## src/rtl/fir_pkg.sv

```systemverilog
// Shared types and defaults for the time-multiplexed FIR MAC sequencer.
package fir_pkg;

    localparam int unsigned DEF_NTAPS   = 3;
    localparam int unsigned DEF_DW      = 18;
    localparam int unsigned DEF_CW      = 18;
    localparam int unsigned DEF_AW      = 54;
    localparam int unsigned DEF_MUL_LAT = 1;

    typedef enum logic [1:0] {
        IDLE,
        MAC,
        DRAIN,
        OUT
    } state_e;

    // Power-on / reset coefficient for tap k.
    function automatic int coef_default(input int k);
        return k + 1;
    endfunction

endpackage

```

## src/rtl/fir_mac_unit.sv

```systemverilog
// Shared signed MAC: registered operands, MUL_LAT-deep product pipeline, AW-bit
// wrapping accumulator with synchronous clear.
module fir_mac_unit
    import fir_pkg::*;
#(
    parameter int unsigned DW      = DEF_DW,
    parameter int unsigned CW      = DEF_CW,
    parameter int unsigned AW      = DEF_AW,
    parameter int unsigned MUL_LAT = DEF_MUL_LAT
) (
    input  logic                 clk,
    input  logic                 rst,
    input  logic                 clear,
    input  logic                 in_valid,
    input  logic signed [DW-1:0] a,
    input  logic signed [CW-1:0] b,
    output logic signed [AW-1:0] acc
);

    localparam int unsigned PW = DW + CW;

    logic signed [DW-1:0] a_q;
    logic signed [CW-1:0] b_q;
    logic                 v_q;
    logic signed [PW-1:0] prod_q [MUL_LAT];
    logic [MUL_LAT-1:0]   pv_q;
    logic signed [AW-1:0] acc_q;

    // Operand input registers (DSP A/B stage).
    always_ff @(posedge clk) begin
        if (rst) begin
            a_q <= '0;
            b_q <= '0;
            v_q <= 1'b0;
        end else begin
            a_q <= a;
            b_q <= b;
            v_q <= in_valid;
        end
    end

    // Full-precision product pipeline with a matching valid shift register.
    always_ff @(posedge clk) begin
        if (rst) begin
            for (int i = 0; i < MUL_LAT; i++) prod_q[i] <= '0;
            pv_q <= '0;
        end else begin
            prod_q[0] <= PW'(a_q) * PW'(b_q);
            pv_q[0]   <= v_q;
            for (int i = 1; i < MUL_LAT; i++) begin
                prod_q[i] <= prod_q[i-1];
                pv_q[i]   <= pv_q[i-1];
            end
        end
    end

    // Accumulate sign-extended products; wraps modulo 2^AW.
    always_ff @(posedge clk) begin
        if (rst || clear) begin
            acc_q <= '0;
        end else if (pv_q[MUL_LAT-1]) begin
            acc_q <= acc_q + AW'(prod_q[MUL_LAT-1]);
        end
    end

    assign acc = acc_q;

endmodule

```

## src/rtl/fir_mac_sequencer.sv

```systemverilog
// Time-multiplexed FIR: one shared MAC walks NTAPS taps per input sample.
module fir_mac_sequencer
    import fir_pkg::*;
#(
    parameter int unsigned NTAPS   = DEF_NTAPS,
    parameter int unsigned DW      = DEF_DW,
    parameter int unsigned CW      = DEF_CW,
    parameter int unsigned AW      = DEF_AW,
    parameter int unsigned MUL_LAT = DEF_MUL_LAT
) (
    input  logic                     clk,
    input  logic                     rst,
    input  logic                     s_valid,
    output logic                     s_ready,
    input  logic signed [DW-1:0]     s_data,
    input  logic                     cfg_we,
    input  logic [$clog2(NTAPS)-1:0] cfg_addr,
    input  logic signed [CW-1:0]     cfg_data,
    output logic                     cfg_err,
    output logic                     m_valid,
    input  logic                     m_ready,
    output logic signed [AW-1:0]     m_data,
    output logic                     busy
);

    localparam int unsigned AddrW    = $clog2(NTAPS);
    // Last product needs the operand register plus MUL_LAT stages to reach the accumulator.
    localparam int unsigned DrainLen = MUL_LAT + 1;
    localparam int unsigned CntMax   = (NTAPS > DrainLen) ? NTAPS : DrainLen;
    localparam int unsigned CntW     = $clog2(CntMax);

    state_e               state_q, state_d;
    logic [CntW-1:0]      cnt_q;
    logic [AddrW-1:0]     wr_ptr_q, newest_q, rd_idx, tap_idx;
    logic signed [DW-1:0] hist_q [NTAPS];
    logic signed [CW-1:0] coef_q [NTAPS];
    logic                 accept, cfg_ok, cfg_err_q;
    logic signed [AW-1:0] acc;

    assign accept  = (state_q == IDLE) && s_valid;
    assign cfg_ok  = (state_q == IDLE) && (32'(cfg_addr) < NTAPS);
    assign tap_idx = AddrW'(cnt_q);

    // History slot for x[n-k]: (newest - k) mod NTAPS.
    always_comb begin
        rd_idx = newest_q - tap_idx;
        if (tap_idx > newest_q) rd_idx = AddrW'(32'(newest_q) + NTAPS - 32'(tap_idx));
    end

    // FSM state register.
    always_ff @(posedge clk) begin
        if (rst) state_q <= IDLE;
        else     state_q <= state_d;
    end

    // FSM next-state logic.
    always_comb begin
        state_d = state_q;
        unique case (state_q)
            IDLE:    if (s_valid) state_d = MAC;
            MAC:     if (32'(cnt_q) == NTAPS - 1) state_d = DRAIN;
            DRAIN:   if (32'(cnt_q) == DrainLen - 1) state_d = OUT;
            OUT:     if (m_ready) state_d = IDLE;
            default: state_d = IDLE;
        endcase
    end

    // FSM outputs.
    always_comb begin
        s_ready = (state_q == IDLE);
        busy    = (state_q != IDLE);
        m_valid = (state_q == OUT);
    end

    // Tap / drain cycle counter, restarts on every state change.
    always_ff @(posedge clk) begin
        if (rst || (state_d != state_q)) cnt_q <= '0;
        else                             cnt_q <= cnt_q + 1'b1;
    end

    // Circular sample history and write pointer.
    always_ff @(posedge clk) begin
        if (rst) begin
            for (int i = 0; i < NTAPS; i++) hist_q[i] <= '0;
            wr_ptr_q <= '0;
            newest_q <= '0;
        end else if (accept) begin
            hist_q[wr_ptr_q] <= s_data;
            newest_q         <= wr_ptr_q;
            wr_ptr_q         <= (32'(wr_ptr_q) == NTAPS - 1) ? '0 : wr_ptr_q + 1'b1;
        end
    end

    // Coefficient register file.
    always_ff @(posedge clk) begin
        if (rst) begin
            for (int i = 0; i < NTAPS; i++) coef_q[i] <= CW'(coef_default(i));
        end else if (cfg_we && cfg_ok) begin
            coef_q[cfg_addr] <= cfg_data;
        end
    end

    // One-cycle pulse for rejected coefficient writes.
    always_ff @(posedge clk) begin
        if (rst) cfg_err_q <= 1'b0;
        else     cfg_err_q <= cfg_we && !cfg_ok;
    end

    fir_mac_unit #(
        .DW      (DW),
        .CW      (CW),
        .AW      (AW),
        .MUL_LAT (MUL_LAT)
    ) u_mac (
        .clk      (clk),
        .rst      (rst),
        .clear    (accept),
        .in_valid (state_q == MAC),
        .a        (hist_q[rd_idx]),
        .b        (coef_q[tap_idx]),
        .acc      (acc)
    );

    assign m_data  = acc;
    assign cfg_err = cfg_err_q;

endmodule

```

## config.mk

```make
export PLATFORM = sky130hd
export DESIGN_NAME = fir_mac_sequencer
export DESIGN_NICKNAME = d
export VERILOG_FILES = /design/src/rtl/fir_pkg.sv /design/src/rtl/fir_mac_unit.sv /design/src/rtl/fir_mac_sequencer.sv
export SDC_FILE = /design/constraint.sdc
export NUM_CORES = 1
export LEC_CHECK = 0
export BUFFER_PORTS_ARGS = -buffer_cell sky130_fd_sc_hd__buf_2
export CAP_MARGIN = 25
export CORE_ASPECT_RATIO = 0.5
export CORE_MARGIN = 2
export CORE_UTILIZATION = 35
export CTS_CLUSTER_SIZE = 10
export DETAILED_ROUTE_END_ITERATION = 8
export PLACE_DENSITY = 0.6
export SYNTH_ARGS = -nofsm -noshare
export SYNTH_HDL_FRONTEND = slang
export SYNTH_SLANG_ARGS = --single-unit
```

## constraint.sdc

```tcl
create_clock -name clk -period 6 [get_ports clk]
set_input_delay 1.8 -clock clk [delete_from_list [all_inputs] [get_ports clk]]
set_output_delay 1.8 -clock clk [all_outputs]
set_load 0.05 [all_outputs]
```

==> qor.csv <==
stage,metric,value,unit
setup_path,critPathMaxFanout,10,
floorplan,io-pin-count,101,
route,ant_nets,0,
setup_path,r2r_end,u_mac.prod_q[0][34],
route,dr.pass1.iters,5,
synth,syn_avg_cell_area,10.2,sq um
route,drt-vias-per-instance,4.70,
timing,fin_ws,0.0611,ns
power_and_ir_drop,powerDensity,309,nW/um^2
timing,tns,0,ns
clocking,path_clk_slew,0.05,ns
floorplan,die_area,75000,sq um
setup_path,worstSetupPathType,flop to flop,
layout,stdcell_count,3698,
power_and_ir_drop,combPwrFrac,51.4,%
route,wl_met2,27.8,mm
global_routing,grt.total_usage,16.4,%
placement,dp_hpwl,47.8,mm
setup_path,timing.critical_path.buf_inv,6,
floorplan,die_y,195,microns
timing,fmax,168,MHz
synth,syn_area,25400,sq um
route,drc_errors,0,
layout,drive_gt1_share,17.6,%
timing,finClkSkew,0.0173,ns
timing,finalSetupViolCount,0,
layout,fillers,6844,
setup_path,crit_end,u_mac.prod_q[0][34],
synth,synth_sequential_area_ratio,27.8,%
timing,post-route-period-util,99.0,%
setup_path,cp.required,6.41,ns
layout,regArea,7140,sq um
synth,async_flop_share,0,%
floorplan,rows,69,
synth,synthFlopType,edfxtp_1,
synth,synth_top_area_share,26.1,%
synth,synth_xor_area_share,2.93,%
power_and_ir_drop,p_seq_share,25.8,%
setup_path,cpLargestDelayFamily,adder cells,
timing,rsz0062_at_grt,yes,
setup_path,r2r_cells,22,
setup_path,timing.rr.start,u_mac.b_q[8],
synth,synth_warnings,0,
synth,synth_area_leaders,"fa_1 (26%), edfxtp_1 (17%), dfxtp_1 (11%), ha_1 (7.4%), and2_1 (6.4%)",
placement,numPortBuffers,100,
layout,layout.nets,3238,
power_and_ir_drop,switchingPower,3590,uW
setup_path,cp.depth,22,
floorplan,initial_core_util,35.6,%
route,drt-total-wl,60.4,mm
synth,synth.area.mux_share,4.81,%
layout,area_delta_synth_final,16.8,%
timing,slew_headroom,31.3,%
min_path,hold_class,flop to flop,
global_routing,overflow,0,
clocking,htree_levels,2,
power_and_ir_drop,intPower,5590,uW
setup_path,end_kind,flop,
synth,synth_top_family_by_area,adder cells,
clocking,clk_path_buf_depth,3,
job,cap_violations,0,
placement,dpl_cell_area,27900,sq um
global_routing,grt_max_degree,54,
synth,synth-simple-area-share,15.9,%
power_and_ir_drop,peakVddDrop,0.177,mV
setup_path,crit_start,u_mac.b_q[8],
synth,synthCells,2500,
synth,ys_ff_latch,281,
clocking,cts-root-buf,clkbuf_16,
synth,yosys.area_share.adder,33.5,%
synth,synth_edf_count,144,
synth,ys_types,77,
setup_path,slowest_stage,fa_1,
floorplan,fp.dieW,385,microns
timing,worst_pin_slew,1.03,ns
timing,hold_ws,0.442,ns
synth,synth_compound_area_share,7.49,%
global_routing,grt_pass1_wl,98.8,mm
setup_path,cp.arrival,6.35,ns
route,vias,17400,
clocking,clk_latency,0.55,ns
placement,dp_slack,-0.173,ns
setup_path,r2r_setup_slack,0.06,ns
min_path,worstHoldStart,u_mac.v_q,
floorplan,coreArea,71400,sq um
layout,multiInputGateArea,16900,sq um
timing,fin_crit,5.94,ns
setup_path,worst_path_largest_cell_delay,0.56,ns
route,drt_iter0_markers,787,
route,wl_met3,2.67,mm
clocking,cts_tree,yes,
layout,design_area,29700,sq um
setup_path,cp-start-kind,flop,
timing,finalMaxSlewViolations,0,
route,topRoutingLayerUsed,met5,
status,outcome,completed,
global_routing,antenna_found_initial,8,
placement,post-place-cells,3616,
timing,hold_viol,0,
placement,gp_congestion,0.866,
clocking,clkSinkCount,281,
synth,yosysTopAreaCell,fa_1,
route,wl_per_cell,16.3,microns
power_and_ir_drop,clock_power_share,22.7,%
clocking,cts_buffers,36,
setup_path,cp_common_cell,fa_1,
power_and_ir_drop,p_leak,0.0134,uW
setup_path,worstPathCellList,buf_6 > and2_4 > fa_1 > inv_2 > fa_2 > fa_1 > inv_2 > fa_1 > fa_1 > inv_1 > fa_1 > inv_2 > ha_4 > buf_6 > a211o_1 > a221oi_4 > a31oi_4 > a21oi_2 > o211ai_1 > o31ai_1 > xor2_1 > nor2_1,
global_routing,grt_pass1_vias,18500,
route,m1WireLength,28.8,mm
power_and_ir_drop,p_sw_share,39.1,%
timing repair:
action	4_1_cts	5_1_grt
gates resized for setup	45	100
endpoints found under the hold margin	0	0
hold buffers	0	0
setup endpoints to repair	7	15
pin swaps	23	60
setup buffers	3	14
cell families after synthesis:
family                     Yosys count
muxes                               76
adders and majority gates          482
other                                1
DFF                                281
and+or+nand+nor                    789
xor gates and xnor gates            85
buffers and inverters              505
AOI/OAI and AO/OA                  281
how the worst min path moves through the flow:
stage | end | slack, ns | depth (start not counted)
after global placement | u_mac.pv_q | 0.43 | 1
after global routing | u_mac.pv_q | 0.46 | 1
after CTS | u_mac.pv_q | 0.45 | 1
after detailed placement | u_mac.pv_q | 0.44 | 1
final | u_mac.pv_q | 0.44 | 1
after floorplan | u_mac.pv_q | 0.41 | 1
layout make-up:
class	count	share of cell area [%]
Multi-Input combinational cell	1731	56.8
Sequential cell	281	24.1
Timing Repair Buffer	258	6.14
Inverter	405	5.12
Tap cell	958	4.04
Clock buffer	54	3.44
Clock inverter	8	0.354
Antenna cell	3	0.0253
synthesized netlist by cell type, types with 7 or more instances:
| cell type | instances |
|---|---|
| nor2_1 | 141 |
| ha_1 | 151 |
| mux2i_1 | 39 |
| a21o_1 | 40 |
| o21bai_1 | 17 |
| nand3_1 | 25 |
| a211oi_1 | 7 |
| a21oi_1 | 93 |
| edfxtp_1 | 144 |
| nor2b_1 | 54 |
| nand2_1 | 214 |
| fa_1 | 331 |
| o21a_1 | 8 |
| buf_2 | 10 |
| or2_2 | 8 |
| and3_1 | 7 |
| mux4_2 | 37 |
| nand2b_1 | 20 |
| dfxtp_1 | 137 |
| and2_1 | 259 |
| inv_1 | 403 |
| o21ai_0 | 27 |
| a21oi_2 | 7 |
| xor2_1 | 26 |
| nand4_1 | 14 |
| clkbuf_1 | 82 |
| o21ai_1 | 15 |
| xnor2_1 | 59 |
| nor3_1 | 13 |
| a31oi_1 | 10 |
metrics by stage:
stage	total power (uW)	utilization (%)
2_1_floorplan	5440	-
3_3_place_gp	6700	39.1
3_5_place_dp	6750	39.1
4_1_cts	8970	40.9
5_1_grt	9990	41.6
6_report	9180	41.6
flip-flops by register name, summed over array words and instances (netlist names):
| signal | cells |
|---|---|
| cfg_err | 1 |
| u_mac.a_q | 18 |
| u_mac.pv_q | 1 |
| wr_ptr_q | 2 |
| u_mac.acc | 54 |
| hist_q | 72 |
| coef_q | 72 |
| u_mac.v_q | 1 |
| newest_q | 2 |
| state_q | 2 |
| u_mac.prod_q | 36 |
| u_mac.b_q | 18 |
| cnt_q | 2 |
layer usage:
| metal | global-route usage (%) | vias up |
|---|---|---|
| met1 | 22.7 | 8522 |
| met2 | 26.7 | 317 |
| li1 | - | 8444 |
| met4 | 3.63 | 10 |
| met3 | 3.16 | 81 |
| met5 | 0 | - |
placed cells by master (no fill, tap or decap), types with 13 or more instances in the layout:
cell type / synthesis / routed
clkbuf_1: 82 / 15
o21ai_1: 15 / 17
mux2i_1: 39 / 39
conb_1: 1 / 18
nand2b_1: 20 / 20
and2_1: 259 / 250
clkbuf_16: 0 / 38
dfxtp_4: 0 / 16
xor2_1: 26 / 26
inv_2: 1 / 14
dfxtp_2: 0 / 13
fa_2: 0 / 14
a21o_1: 40 / 40
mux4_2: 37 / 37
inv_1: 403 / 390
nor2_1: 141 / 139
fa_1: 331 / 317
edfxtp_1: 144 / 144
nand2_1: 214 / 213
a21oi_1: 93 / 84
a21oi_2: 7 / 15
buf_2: 10 / 99
o21bai_1: 17 / 17
xnor2_1: 59 / 57
dfxtp_1: 137 / 108
nand3_1: 25 / 24
o21ai_0: 27 / 23
buf_4: 1 / 136
nor2b_1: 54 / 54
buf_6: 1 / 15
nand4_1: 14 / 14
ha_1: 151 / 141
power groups by stage:
| stage | sequential, uW | combinational, uW | clock, uW |
|---|---|---|---|
| 2_1_floorplan | 2360 | 3080 | 0 |
| 3_3_place_gp | 2400 | 4300 | 0 |
| 3_5_place_dp | 2400 | 4350 | 0 |
| 4_1_cts | 2370 | 4460 | 2150 |
| 5_1_grt | 2390 | 5370 | 2230 |
| 6_report | 2370 | 4720 | 2090 |
(Power assumes the default switching activity.)
